==> src/rtl/digit_match_sequencer_pkg.sv <==
// digit_tmpl_pkg: shared constants, FSM state type and the digit template ROM.
package digit_tmpl_pkg;
    localparam int N        = 11;
    localparam int NUM_PIX  = N * N;
    localparam int NUM_TMPL = 10;
    localparam int PIX_W    = 8;
    localparam int ACC_W    = 24;

    typedef enum logic [2:0] {IDLE, RUN, DRAIN, CMP, DONE} state_t;

    // Every template holds the same ramp of values, cyclically shifted by 12 pixels per digit.
    function automatic logic [PIX_W-1:0] tmpl_pixel(input logic [3:0] digit, input logic [6:0] idx);
        logic [8:0] s;
        s = 9'(idx) + 9'(digit) * 9'd12;
        s = s >= 9'(NUM_PIX) ? s - 9'(NUM_PIX) : s;
        return {s[6:0], 1'b0};
    endfunction
endpackage

==> src/rtl/digit_match_sequencer_if.sv <==
// digit_match_sequencer_if: start/result handshake and image-buffer read port of the sequencer.
interface digit_match_sequencer_if;
    import digit_tmpl_pkg::*;
    logic             start;
    logic             pix_rd;
    logic [6:0]       pix_addr;
    logic [PIX_W-1:0] pix_data;
    logic             busy;
    logic             done;
    logic [3:0]       digit;
    logic [ACC_W-1:0] best_score;

    modport master (output start, pix_data, input pix_rd, pix_addr, busy, done, digit, best_score);
    modport slave  (input start, pix_data, output pix_rd, pix_addr, busy, done, digit, best_score);
endinterface

==> src/rtl/digit_match_sequencer_pixel_diff_unit.sv <==
// pixel_diff_unit: combinational |pix - tmpl| term; squared when SQUARED_DIFF_EN is defined.
module pixel_diff_unit
    import digit_tmpl_pkg::*;
(
    input  logic [PIX_W-1:0]   pix,
    input  logic [PIX_W-1:0]   tmpl,
    output logic [2*PIX_W-1:0] term
);
    logic [PIX_W-1:0]   diff;
    logic [2*PIX_W-1:0] ext;

    always_comb begin
        diff = pix > tmpl ? pix - tmpl : tmpl - pix;
        ext  = {{PIX_W{1'b0}}, diff};
`ifdef SQUARED_DIFF_EN
        term = ext * ext;
`else
        term = ext;
`endif
    end
endmodule

==> src/rtl/digit_match_sequencer.sv <==
// digit_match_sequencer: streams the image once per template through one diff unit, reports the lowest-score digit.
// Build option SQUARED_DIFF_EN (in pixel_diff_unit) switches the score from SAD to squared distance.
module digit_match_sequencer
    import digit_tmpl_pkg::*;
#(
    parameter int NUM_TMPL = digit_tmpl_pkg::NUM_TMPL
) (
    input logic                    clk,
    input logic                    reset,
    digit_match_sequencer_if.slave io
);
    state_t             state, nxt;
    logic [6:0]         p, pp;
    logic [3:0]         t, win, digit_q;
    logic [ACC_W-1:0]   acc, best, score_q, acc_sat;
    logic [ACC_W:0]     sum;
    logic [2*PIX_W-1:0] term;
    logic [PIX_W-1:0]   tmpl_px;
    logic               acc_en, last_pix, last_t, better;

    pixel_diff_unit u_diff (.pix(io.pix_data), .tmpl(tmpl_px), .term(term));

    always_comb begin
        last_pix = p == 7'(NUM_PIX - 1);
        last_t   = t == 4'(NUM_TMPL - 1);
        better   = acc < best;
        tmpl_px  = tmpl_pixel(t, pp);
        sum      = {1'b0, acc} + (ACC_W + 1)'(term);
        acc_sat  = sum[ACC_W] ? '1 : sum[ACC_W-1:0];
        nxt      = state;
        case (state)
            IDLE:    nxt = io.start ? RUN : IDLE;
            RUN:     nxt = last_pix ? DRAIN : RUN;
            DRAIN:   nxt = CMP;
            CMP:     nxt = last_t ? DONE : RUN;
            default: nxt = IDLE;
        endcase
    end

    assign io.pix_rd     = state == RUN;
    assign io.pix_addr   = p;
    assign io.busy       = state == RUN || state == DRAIN || state == CMP;
    assign io.done       = state == DONE;
    assign io.digit      = digit_q;
    assign io.best_score = score_q;

    // Pixel data arrives one cycle after its read, so the term uses the delayed index pp.
    always_ff @(posedge clk) begin
        if (reset) begin
            state   <= IDLE;
            p       <= '0;
            pp      <= '0;
            t       <= '0;
            win     <= '0;
            acc     <= '0;
            best    <= '0;
            acc_en  <= 1'b0;
            digit_q <= '0;
            score_q <= '0;
        end else begin
            state  <= nxt;
            acc_en <= state == RUN;
            pp     <= p;
            if (acc_en) acc <= acc_sat;
            case (state)
                IDLE: if (io.start) begin
                    acc  <= '0;
                    t    <= '0;
                    p    <= '0;
                    win  <= '0;
                    best <= '1;
                end
                RUN: p <= last_pix ? '0 : p + 7'd1;
                CMP: begin
                    if (better) begin
                        best <= acc;
                        win  <= t;
                    end
                    acc <= '0;
                    p   <= '0;
                    t   <= t + 4'd1;
                    if (last_t) begin
                        digit_q <= better ? t : win;
                        score_q <= better ? acc : best;
                    end
                end
                default: ;
            endcase
        end
    end
endmodule

==> src/flat_wrapper.sv <==
// flat-port wrapper written by rule: the top's interface ports become plain ports
module digit_match_sequencer_flat import digit_tmpl_pkg::*;
#(
    parameter int NUM_TMPL = digit_tmpl_pkg::NUM_TMPL
)
  (clk, reset, io_start, io_pix_data, io_pix_rd, io_pix_addr, io_busy, io_done, io_digit, io_best_score);
  digit_match_sequencer_if io_i ();
  input logic clk;
  input logic reset;
  input wire logic [$bits(io_i.start)-1:0] io_start;
  input wire logic [$bits(io_i.pix_data)-1:0] io_pix_data;
  output wire logic [$bits(io_i.pix_rd)-1:0] io_pix_rd;
  output wire logic [$bits(io_i.pix_addr)-1:0] io_pix_addr;
  output wire logic [$bits(io_i.busy)-1:0] io_busy;
  output wire logic [$bits(io_i.done)-1:0] io_done;
  output wire logic [$bits(io_i.digit)-1:0] io_digit;
  output wire logic [$bits(io_i.best_score)-1:0] io_best_score;
  assign io_i.start = io_start;
  assign io_i.pix_data = io_pix_data;
  assign io_pix_rd = io_i.pix_rd;
  assign io_pix_addr = io_i.pix_addr;
  assign io_busy = io_i.busy;
  assign io_done = io_i.done;
  assign io_digit = io_i.digit;
  assign io_best_score = io_i.best_score;
  digit_match_sequencer #(.NUM_TMPL(NUM_TMPL)) u_core (.clk(clk), .reset(reset), .io(io_i));
endmodule
==> config.mk <==
export PLATFORM = sky130hd
export DESIGN_NAME = digit_match_sequencer_flat
export DESIGN_NICKNAME = d
export VERILOG_FILES = /design/src/rtl/digit_match_sequencer_pkg.sv /design/src/rtl/digit_match_sequencer_if.sv /design/src/rtl/digit_match_sequencer_pixel_diff_unit.sv /design/src/rtl/digit_match_sequencer.sv /design/src/flat_wrapper.sv
export SDC_FILE = /design/constraint.sdc
export NUM_CORES = 1
export LEC_CHECK = 0
export ABC_CLOCK_PERIOD_IN_PS = 5500
export CORE_MARGIN = 2
export CORE_UTILIZATION = 40
export CTS_BUF_LIST = sky130_fd_sc_hd__clkbuf_8
export CTS_CLUSTER_SIZE = 40
export DETAILED_ROUTE_END_ITERATION = 16
export DONT_BUFFER_PORTS = 1
export PLACE_DENSITY = 0.52
export SKIP_LAST_GASP = 1
export SYNTH_ARGS = -nofsm -noshare
export SYNTH_HDL_FRONTEND = slang
export SYNTH_HIERARCHICAL = 1
export SYNTH_SLANG_ARGS = --single-unit
==> constraint.sdc <==
create_clock -name clk -period 5.5 [get_ports clk]
set_clock_uncertainty 0.05 [all_clocks]
set_input_delay 0.55 -clock clk [delete_from_list [all_inputs] [get_ports clk]]
set_output_delay 0.55 -clock clk [all_outputs]
set_load 0.01 [all_outputs]
== Yosys cells after proc, flatten, opt, wreduce, memory -nomap -nowiden ==
Cells that the tools add are included.
Widths: inputs -> output; s select.
Word-level totals
  output and inout bits: 38
  input bits: 11
  flip-flop bits (word level): 102
  word-level logic and storage cells: 56
Cells by class
  add/subtract/negate cells: 7
  equality and inequality tests: 7
  order comparisons: 3
  multipliers: 1
  multiplexer cells: 20
  reductions and logical operators: 8
Operators with widths (number)
  $mux 24: 5
  $pmux 24 s2: 2
  $add 24x8->25: 1
  $lt 24x24->1: 1
  $mux 7: 3
  $pmux 7 s3: 1
  $pmux 4 s2: 2
  $sub 8x8->8: 2
  $pmux 3 s4: 1
  $add 7x8->9: 1
  $ge 9x7->1 const B: 1
  $gt 8x8->1: 1
  $mux 4: 2
  $mux 8: 1
  $add 7x1->7 const B: 1
  $eq 7x7->1 const B: 1
  $sub 7x7->7 const B: 1
  $eq 3x2->1 const B: 2
  $mul 4x2->6 const B: 1
  $reduce_and 2->1: 3
  $add 4x1->4 const B: 1
  $eq 4x4->1 const B: 1
  $eq 3x1->1 const B: 1
  $eq 3x3->1 const B: 1
  8 further kinds: 9

== Longest topological paths before layout ==
Gate-level depths: netlist (run 1).
  depth in word-level cells: 11
  gate-level depth with buffers: 29
  gate-level depth less buffers: 27

== Modules after synthesis ==
The synthesis (run 1) kept the hierarchy.
Modules (own cells, without submodules)
  digit_match_sequencer: area each 5841.9 um^2, seq. area each 2042.0 um^2, cells an instance 666, instances 1
  pixel_diff_unit: area each 737.0 um^2, seq. area each 0.0 um^2, cells an instance 95, instances 1

== Least setup slack after synthesis (run 1) ==
OpenSTA, ideal clock, no wires.
  path kind: register to register
  start point: reg u_core.t[0]
  end point: reg u_core.acc[17]
  buffers on the path: 2
  path slack: -0.317 ns
  period minus slack after synthesis: 5.817 ns
  data required time: 5.318 ns
  library setup time: 0.132 ns
  data arrival time: 5.635 ns
  stages on the path, launching flop included: 29
  path through: dfxtp_1 ha_1 inv_1 fa_1 xor2_1 ha_1 a21oi_1 nand2_1 xnor2_1 a31oi_1 o21ai_1 nand2_1 xnor2_1 ha_1 buf_6 a211oi_2 nor2_1 o31a_1 buf_6 mux2i_1 xor2_1 ha_1 and3_1 and3_1 o211ai_1 a211oi_1 o31ai_1 or3_1 a31oi_1
Between the ends
  word-level cells in the longest chain between the ends: 11
  elaborated cells on any way between the ends: 14
  classes of those cells: 5 x add/sub; 1 x mul; 2 x order compare; 6 x mux
Ends and longest elaborated chain
  start, declared: RTL line digit_match_sequencer.sv:14  | logic [3:0] t, win, digit_q;
  start signal, assigned: RTL line digit_match_sequencer.sv:81  | t <= t + 4'd1;
  $mul 4x2->6 *: RTL line digit_match_sequencer_pkg.sv:14  | s = 9'(idx) + 9'(digit) * 9'd12;
  $add 7x8->9 *: RTL line digit_match_sequencer_pkg.sv:14
  $ge 9x7->1 or $sub 7x7->7 (tied branches): RTL line digit_match_sequencer_pkg.sv:15  | s = s >= 9'(NUM_PIX) ? s - 9'(NUM_PIX) : s;
  $mux 7 *: RTL line digit_match_sequencer_pkg.sv:15
  named net u_core.tmpl_px[5]: RTL line digit_match_sequencer.sv:18  | logic [PIX_W-1:0] tmpl_px;
  $sub 8x8->8 or $gt 8x8->1 (tied branches): RTL line digit_match_sequencer_pixel_diff_unit.sv:13  | diff = pix > tmpl ? pix - tmpl : tmpl - pix;
  $mux 8 *: RTL line digit_match_sequencer_pixel_diff_unit.sv:13
  named net u_core.term[7]: RTL line digit_match_sequencer.sv:17  | logic [2*PIX_W-1:0] term;
  $add 24x8->25 *: RTL line digit_match_sequencer.sv:28  | sum = {1'b0, acc} + (ACC_W + 1)'(term);
  $mux 24 *: RTL line digit_match_sequencer.sv:29  | acc_sat = sum[ACC_W] ? '1 : sum[ACC_W-1:0];
  $mux 24 *: RTL line digit_match_sequencer.sv:64  | if (acc_en) acc <= acc_sat;
  $mux 24: RTL line digit_match_sequencer.sv:66  | IDLE: if (io.start) begin
  $pmux 24 s2 *: RTL line digit_match_sequencer.sv:65  | case (state)
  end signal, assigned: RTL line digit_match_sequencer.sv:64
  end, declared: RTL line digit_match_sequencer.sv:15  | logic [ACC_W-1:0] acc, best, score_q, acc_sat;
Mark *: on every way through the listed nets, which the timed path passes. The rest lies on a longest branch.
A chain may end at the register's enable or synchronous reset.

== Worst setup path after layout (run 1) ==
  start point: reg u_core.t[1]
  end point: reg u_core.acc[12]
Between the ends
  word-level cells in the longest chain between the ends: 11
  elaborated cells on any way between the ends: 14
  classes of those cells: 5 x add/sub; 1 x mul; 2 x order compare; 6 x mux
Ends and longest elaborated chain (RTL line)
  $mul 4x2->6 *: digit_match_sequencer_pkg.sv:14
  $add 7x8->9 *: digit_match_sequencer_pkg.sv:14
  $ge 9x7->1 *: digit_match_sequencer_pkg.sv:15
  $mux 7 *: digit_match_sequencer_pkg.sv:15
  named net u_core.tmpl_px[3]: digit_match_sequencer.sv:18
  $sub 8x8->8 or $gt 8x8->1 (tied branches): digit_match_sequencer_pixel_diff_unit.sv:13
  $mux 8 *: digit_match_sequencer_pixel_diff_unit.sv:13
  named net u_core.term[6]: digit_match_sequencer.sv:17
  $add 24x8->25 *: digit_match_sequencer.sv:28
  $mux 24 *: digit_match_sequencer.sv:29
  $mux 24 *: digit_match_sequencer.sv:64
  $mux 24: digit_match_sequencer.sv:66
  $pmux 24 s2 *: digit_match_sequencer.sv:65
Marked as above.

==> flow_metrics.env, run 1 <==
export IMPL_status="finished, violations left"
export IMPL_violations="setup timing"
export IMPL_syn_avg_cell_area_um2=8.64
export IMPL_ys_async_sr_fraction=0
export IMPL_vias_per_cell=5.51
export IMPL_ys_warnings_count=6
export IMPL_n_fill_cell=1566
export IMPL_postCtsHoldBufs=0
export IMPL_antenna_found_initial=0
export IMPL_syn_inst=761
export IMPL_wl_per_cell_um=17.0
export IMPL_die_w_um=132
export IMPL_die_area_um2=17500
export IMPL_mostFrequentLayoutCell="dfxtp_1"
export IMPL_clk_latency_ns=0.40
export IMPL_final_max_slew_violation_count=0
export IMPL_drt_iter0_drc=342
export IMPL_ys_seq_area_frac=0.310
export IMPL_hold_violations=0
export IMPL_grt_use_total=0.201
export IMPL_slew_headroom=0.187
export IMPL_vias=5670
export IMPL_fin_setup_tns_ns=-6.42
export IMPL_synth_area_um2=6580
export IMPL_synth_edf_count=0
export IMPL_gp_congestion=0.896
export IMPL_layout_drive_gt1_share=0.271
export IMPL_synth_ff_type="dfxtp_1"
export IMPL_overflow=0
export IMPL_stdcell_area_um2=7860
export IMPL_rows=46
export IMPL_cts_root_buf="clkbuf_8"
export IMPL_final_cell_mix="dfxtp_1 (100), nor2_1 (96), buf_4 (66), ha_1 (58), o221a_2 (56)"
export IMPL_die_y_um=132
export IMPL_cts_tree="done"
export IMPL_nets=894
export IMPL_worstSetupPathType="register to register"
export IMPL_h_tree_depth=3
export IMPL_hold_class="primary input to register"
export IMPL_grt_start_max_net_pins=52
export IMPL_timing_final_crit_period_ns=5.83
export IMPL_io_buffers=0
export IMPL_cp_max_fo=8
export IMPL_start_util=0.411
export IMPL_grt_pass1_vias=5654
export IMPL_place_hpwl_um=12300
export IMPL_fin_ws_ns=-0.327
export IMPL_rsz0062_at_grt="true"
export IMPL_finalSetupViolCount=24
export IMPL_totalWireLength_um=17500
export IMPL_drt_pass1_iterations=5
export IMPL_fin_crit_sh=1.06
export IMPL_r2r_slack_ns=-0.33
export IMPL_cts_buffer_depth=2
export IMPL_clock_sinks=102
export IMPL_ys_seq_elements=102
export IMPL_tightestPinTransition_ns=1.21
export IMPL_drc=0
export IMPL_finalPower_uw=1660
export IMPL_powerDensity_nw_per_um2=211
export IMPL_grt_pass1_wl_um=28800
export IMPL_dpl_cell_area_um2=7200
export IMPL_cts_buffers=9
export IMPL_worst_setup_path_end_kind="register"
export IMPL_cp_arrival_ns=6.06
export IMPL_num_io_pins=49
export IMPL_critical_path_startpoint_type="register"
export IMPL_antennaDiodeCount=0
export IMPL_netlist_cell_type_count=62
export IMPL_fmax_mhz=172
export IMPL_ir_worst_vdd_mv=0.222
export IMPL_core_area_um2=16000
export IMPL_cp_data_required_time_ns=5.74
export IMPL_total_leakage_power_uw=0.00332
export IMPL_synthToLayoutAreaGrowth_pct=19.5
export IMPL_clk_pin_slew_worst_paths_ns=0.11
export IMPL_max_cap_violations=0
export IMPL_drt_antenna_violating_nets=0
[layer usage]
layer | routed length, um | global-route usage | share of wire
met1 | 8560 | 0.275 | 0.49
met2 | 7880 | 0.323 | 0.45
met4 | 268 | 0.0514 | 0.015
met3 | 781 | 0.0454 | 0.045
met5 | 0 | 0 | 0
[cell usage after synthesis, drive strengths merged, types with 10 or more instances]
master | number | area share
clkbuf | 16 | 0.0091
inv | 58 | 0.033
a31oi | 12 | 0.011
nand3 | 17 | 0.013
ha | 70 | 0.13
dfxtp | 102 | 0.31
o221a | 58 | 0.099
nor2 | 100 | 0.057
buf | 25 | 0.026
xor2 | 14 | 0.019
nand2 | 35 | 0.021
a21oi | 45 | 0.035
a211oi | 11 | 0.014
o21ai | 43 | 0.033
nand4 | 10 | 0.0095
nor3 | 10 | 0.0076
a21o | 20 | 0.023
xnor2 | 19 | 0.025
[worst max-delay path, stage by stage, from the launching register on]
cell and delay, ns:
dfxtp_4 0.38, ha_4 0.13, inv_2 0.04, fa_2 0.52, inv_2 0.04, ha_4 0.28
a21o_1 0.16, a21oi_2 0.09, o21a_1 0.20, o21ai_4 0.33, nand2_1 0.15, xnor2_2 0.16
ha_1 0.36, a21oi_2 0.19, a21oi_2 0.07, o31a_1 0.35, buf_12 0.16, mux2i_2 0.19
xor2_1 0.26, ha_2 0.35, o21ai_2 0.13, o21a_1 0.18, o221ai_4 0.13, a31oi_4 0.28
nor2b_4 0.08, nand2b_4 0.18, o221a_2 0.26
[logic make-up after synthesis]
group	Yosys count	share of synthesized area
mux	9	0.0141
fa+ha+maj	75	0.148
flops	102	0.310
other cells	2	0.00114
buf+inv	100	0.0692
compound gates	224	0.260
xor+xnor	33	0.0439
simple gates	216	0.153
[sequential cells by signal, indices dropped and copies added, names as in the netlist]
register / count
u_core/acc: 24
u_core/win: 4
u_core/state: 3
u_core/pp: 7
u_core/io.pix_addr: 7
u_core/best: 24
u_core/io.best_score: 24
u_core/io.digit: 4
u_core/acc_en: 1
u_core/t: 4
[through the flow]
step	worst slack, ns	utilization	instances	hold WS, ns
finish	-0.327	0.491	1029	0.162
global route	-0.617	0.491	1029	0.131
CTS	-0.218	0.484	1028	0.136
detailed placement	-0.584	0.450	1008	0.421
global placement	-0.459	0.450	1008	0.410
floorplan	0.0144	-	769	0.393
[worst paths after layout]
check | depth (start not counted) | to | start
worst min register to register | 1 | u_core/win[3] | u_core/win[3]
worst max register to register | 26 | u_core/acc[12] | u_core/t[1]
worst max-delay path | 26 | u_core/acc[12] | u_core/t[1]
worst min-delay path | 1 | u_core/io.pix_addr[0] | reset
[report_power, final]
part	internal (uW)	switching (uW)	total (uW)
logic	151	168	320
registers	759	23.0	782
clock network	263	298	561
[layout make-up]
type | count | area, um^2 | area share
sequential | 102 | 2050 | 0.261
inverter | 59 | 221 | 0.0282
timing repair buffer | 69 | 538 | 0.0684
multi-input combinational | 567 | 4550 | 0.579
tap | 216 | 270 | 0.0344
clock inverter | 7 | 108 | 0.0137
clock buffer | 9 | 124 | 0.0158
[repair_timing]
item	CTS	global route
setup buffers	4	1
gates resized for setup	55	22
cloned	1	0
endpoints found under the setup margin	24	24
pin swaps	30	17
(Power assumes the default switching activity.)
==> run 2: changes to the inputs <==
Settings changed: HOLD_SLACK_MARGIN set to 0.1.
==> results of run 2 <==
Same layout as run 1: the final DEF is identical, and so are final timing and power.
==> run 3: changes to the inputs <==
Settings changed: ABC_CLOCK_PERIOD_IN_PS 5500 to 5950, PLACE_DENSITY 0.52 to 0.5.
Clock period 5.5 ns to 5.95 ns, I/O delays scaled along.
==> run 3 against run 2 <==
Compared with the run above: the run now ends clean; clock power shrank 17%; largest power group unchanged; combinational power down 10%; non-clock buffer count unchanged; highest routed layer unchanged; hold slack improved by 0.050 ns; first-iteration DRC count down 12%; global-route usage fell by 0.18 points; setup slack gained 0.44 ns; critical path depth rose by 3; total power decreased by 11%.
==> flow_metrics.env, run 3 (same netlist as run 1, synthesis figures left out) <==
export IMPL_rows=46
export IMPL_postCtsHoldBufs=0
export IMPL_grt_start_max_net_pins=52
export IMPL_rsz0062_at_grt="true"
export IMPL_cp_slowest_cell="fa_2"
export IMPL_cp_data_required_time_ns=6.23
export IMPL_clk_latency_ns=0.39
export IMPL_drt_antenna_violating_nets=0
export IMPL_utilization=0.483
export IMPL_gp_congestion=0.878
export IMPL_total_leakage_power_uw=0.00328
export IMPL_hold_violations=0
export IMPL_cts_root_buf="clkbuf_8"
export IMPL_cp_max_fo=8
export IMPL_num_io_pins=49
export IMPL_hold_class="primary input to register"
export IMPL_fin_crit_sh=0.980
export IMPL_r2r_cells=29
export IMPL_r2r_slack_ns=0.12
export IMPL_final_cell_mix="dfxtp_1 (100), nor2_1 (99), buf_4 (66), ha_1 (59), o221a_2 (56)"
export IMPL_dp_slack_ns=-0.327
export IMPL_worstSetupStartpoint="u_core/t[1]"
export IMPL_cts_tree="done"
export IMPL_overflow=0
export IMPL_dpl_cell_area_um2=7120
export IMPL_place_hpwl_um=12300
export IMPL_die_w_um=132
export IMPL_clock_sinks=102
export IMPL_max_cap_violations=0
export IMPL_stdcell_area_um2=7730
export IMPL_nets=894
export IMPL_totalWireLength_um=17600
export IMPL_critPathBufInv=6
export IMPL_cp_arrival_ns=6.11
export IMPL_vias_per_cell=5.50
export IMPL_start_util=0.411
export IMPL_io_buffers=0
export IMPL_antenna_found_initial=0
export IMPL_rr_startpoint="u_core/t[1]"
export IMPL_grt_pass1_vias=5479
export IMPL_final_max_slew_violation_count=0
export IMPL_status="complete, no violations"
export IMPL_ir_worst_vdd_mv=0.102
export IMPL_endpoint="u_core/acc[17]"
export IMPL_mostFrequentLayoutCell="dfxtp_1"
export IMPL_fin_ws_ns=0.118
export IMPL_drt_pass1_iterations=5
export IMPL_vias=5659
export IMPL_cts_buffer_depth=2
export IMPL_antennaDiodeCount=0
export IMPL_timing_final_crit_period_ns=5.83
export IMPL_wl_per_cell_um=17.1
export IMPL_h_tree_depth=3
export IMPL_crit_family="compound AO/OA/AOI/OAI gates"
export IMPL_clk_pin_slew_worst_paths_ns=0.11
export IMPL_n_fill_cell=1589
export IMPL_tightestPinTransition_ns=1.02
export IMPL_core_area_um2=16000
export IMPL_slew_headroom=0.318
export IMPL_rr_endpoint="u_core/acc[17]"
export IMPL_die_y_um=132
export IMPL_drt_iter0_drc=301
export IMPL_fmax_mhz=171
export IMPL_die_area_um2=17500
export IMPL_drc=0
export IMPL_crit_cells=29
export IMPL_powerDensity_nw_per_um2=191
export IMPL_layout_drive_gt1_share=0.257
export IMPL_grt_pass1_wl_um=28400
export IMPL_grt_use_total=0.200
export IMPL_worst_setup_path_end_kind="register"
export IMPL_critical_path_startpoint_type="register"
export IMPL_slowest_delay_ns=0.55
export IMPL_worstSetupPathType="register to register"
export IMPL_cts_buffers=9
export IMPL_finalSetupViolCount=0
export IMPL_synthToLayoutAreaGrowth_pct=17.6
run 3: cell types whose count changed in the layout (fill, tap and decap cells not counted), moves of 2 or more:
cell      change
nor3_1        +2
nor2_1        +3
a21oi_2       -3
nor2_2        -3
a21oi_1       +3
nor2b_1       +2
clkinv_4      -2
inv_8         +2
dfxtp_4       -2
nor2b_4       -2
nor3_2        -2
dfxtp_2       +2
o21ai_0       +2
run 3: where the power goes:
group / internal [uW] / switching [uW]
clock network: 201 / 266
logic: 138 / 149
registers: 702 / 21.3
total: 1040 / 436
run 3: stage by stage:
step,hold slack [ns],setup TNS (ns),cells,total power (uW)
finish,0.213,0,1028,1480
global placement,0.401,-3.50,1005,1010
global route,0.177,-2.28,1028,1560
detailed placement,0.406,-4.61,1005,1010
floorplan,0.393,0,769,926
CTS,0.182,0,1023,1490
run 3: repair_timing:
action,in CTS,in global routing
pin swaps,9,34
gates resized for setup,20,46
setup endpoints to repair,24,24
buffers inserted,3,5
run 3: cell type report:
| type | instances | area [um^2] | share of cell area |
|---|---|---|---|
| Tap cell | 216 | 270 | 0.0349 |
| Inverter | 59 | 224 | 0.0290 |
| Sequential cell | 102 | 2040 | 0.264 |
| Clock inverter | 6 | 77.6 | 0.0100 |
| Clock buffer | 9 | 124 | 0.0160 |
| Multi-Input combinational cell | 567 | 4460 | 0.576 |
| Timing Repair Buffer | 69 | 538 | 0.0696 |
run 3: worst min-delay path by stage:
stage,startpoint,end,slack (ns),cells after the start
6_report,reset,u_core/t[0],0.21,1
5_1_grt,reset,u_core/io.pix_addr[0],0.18,1
4_1_cts,reset,u_core/pp[2],0.18,1
3_5_place_dp,u_core/win[3],u_core/win[3],0.41,1
3_3_place_gp,u_core/win[3],u_core/win[3],0.40,1
2_1_floorplan,u_core/win[3],u_core/win[3],0.39,1
run 3: layer usage:
layer	vias to the layer above	global-route usage	part of all wire
met5	-	0	0
met4	0	0.0585	0.016
met3	20	0.0384	0.035
met2	90	0.313	0.46
met1	2716	0.279	0.49
li1	2833	-	-
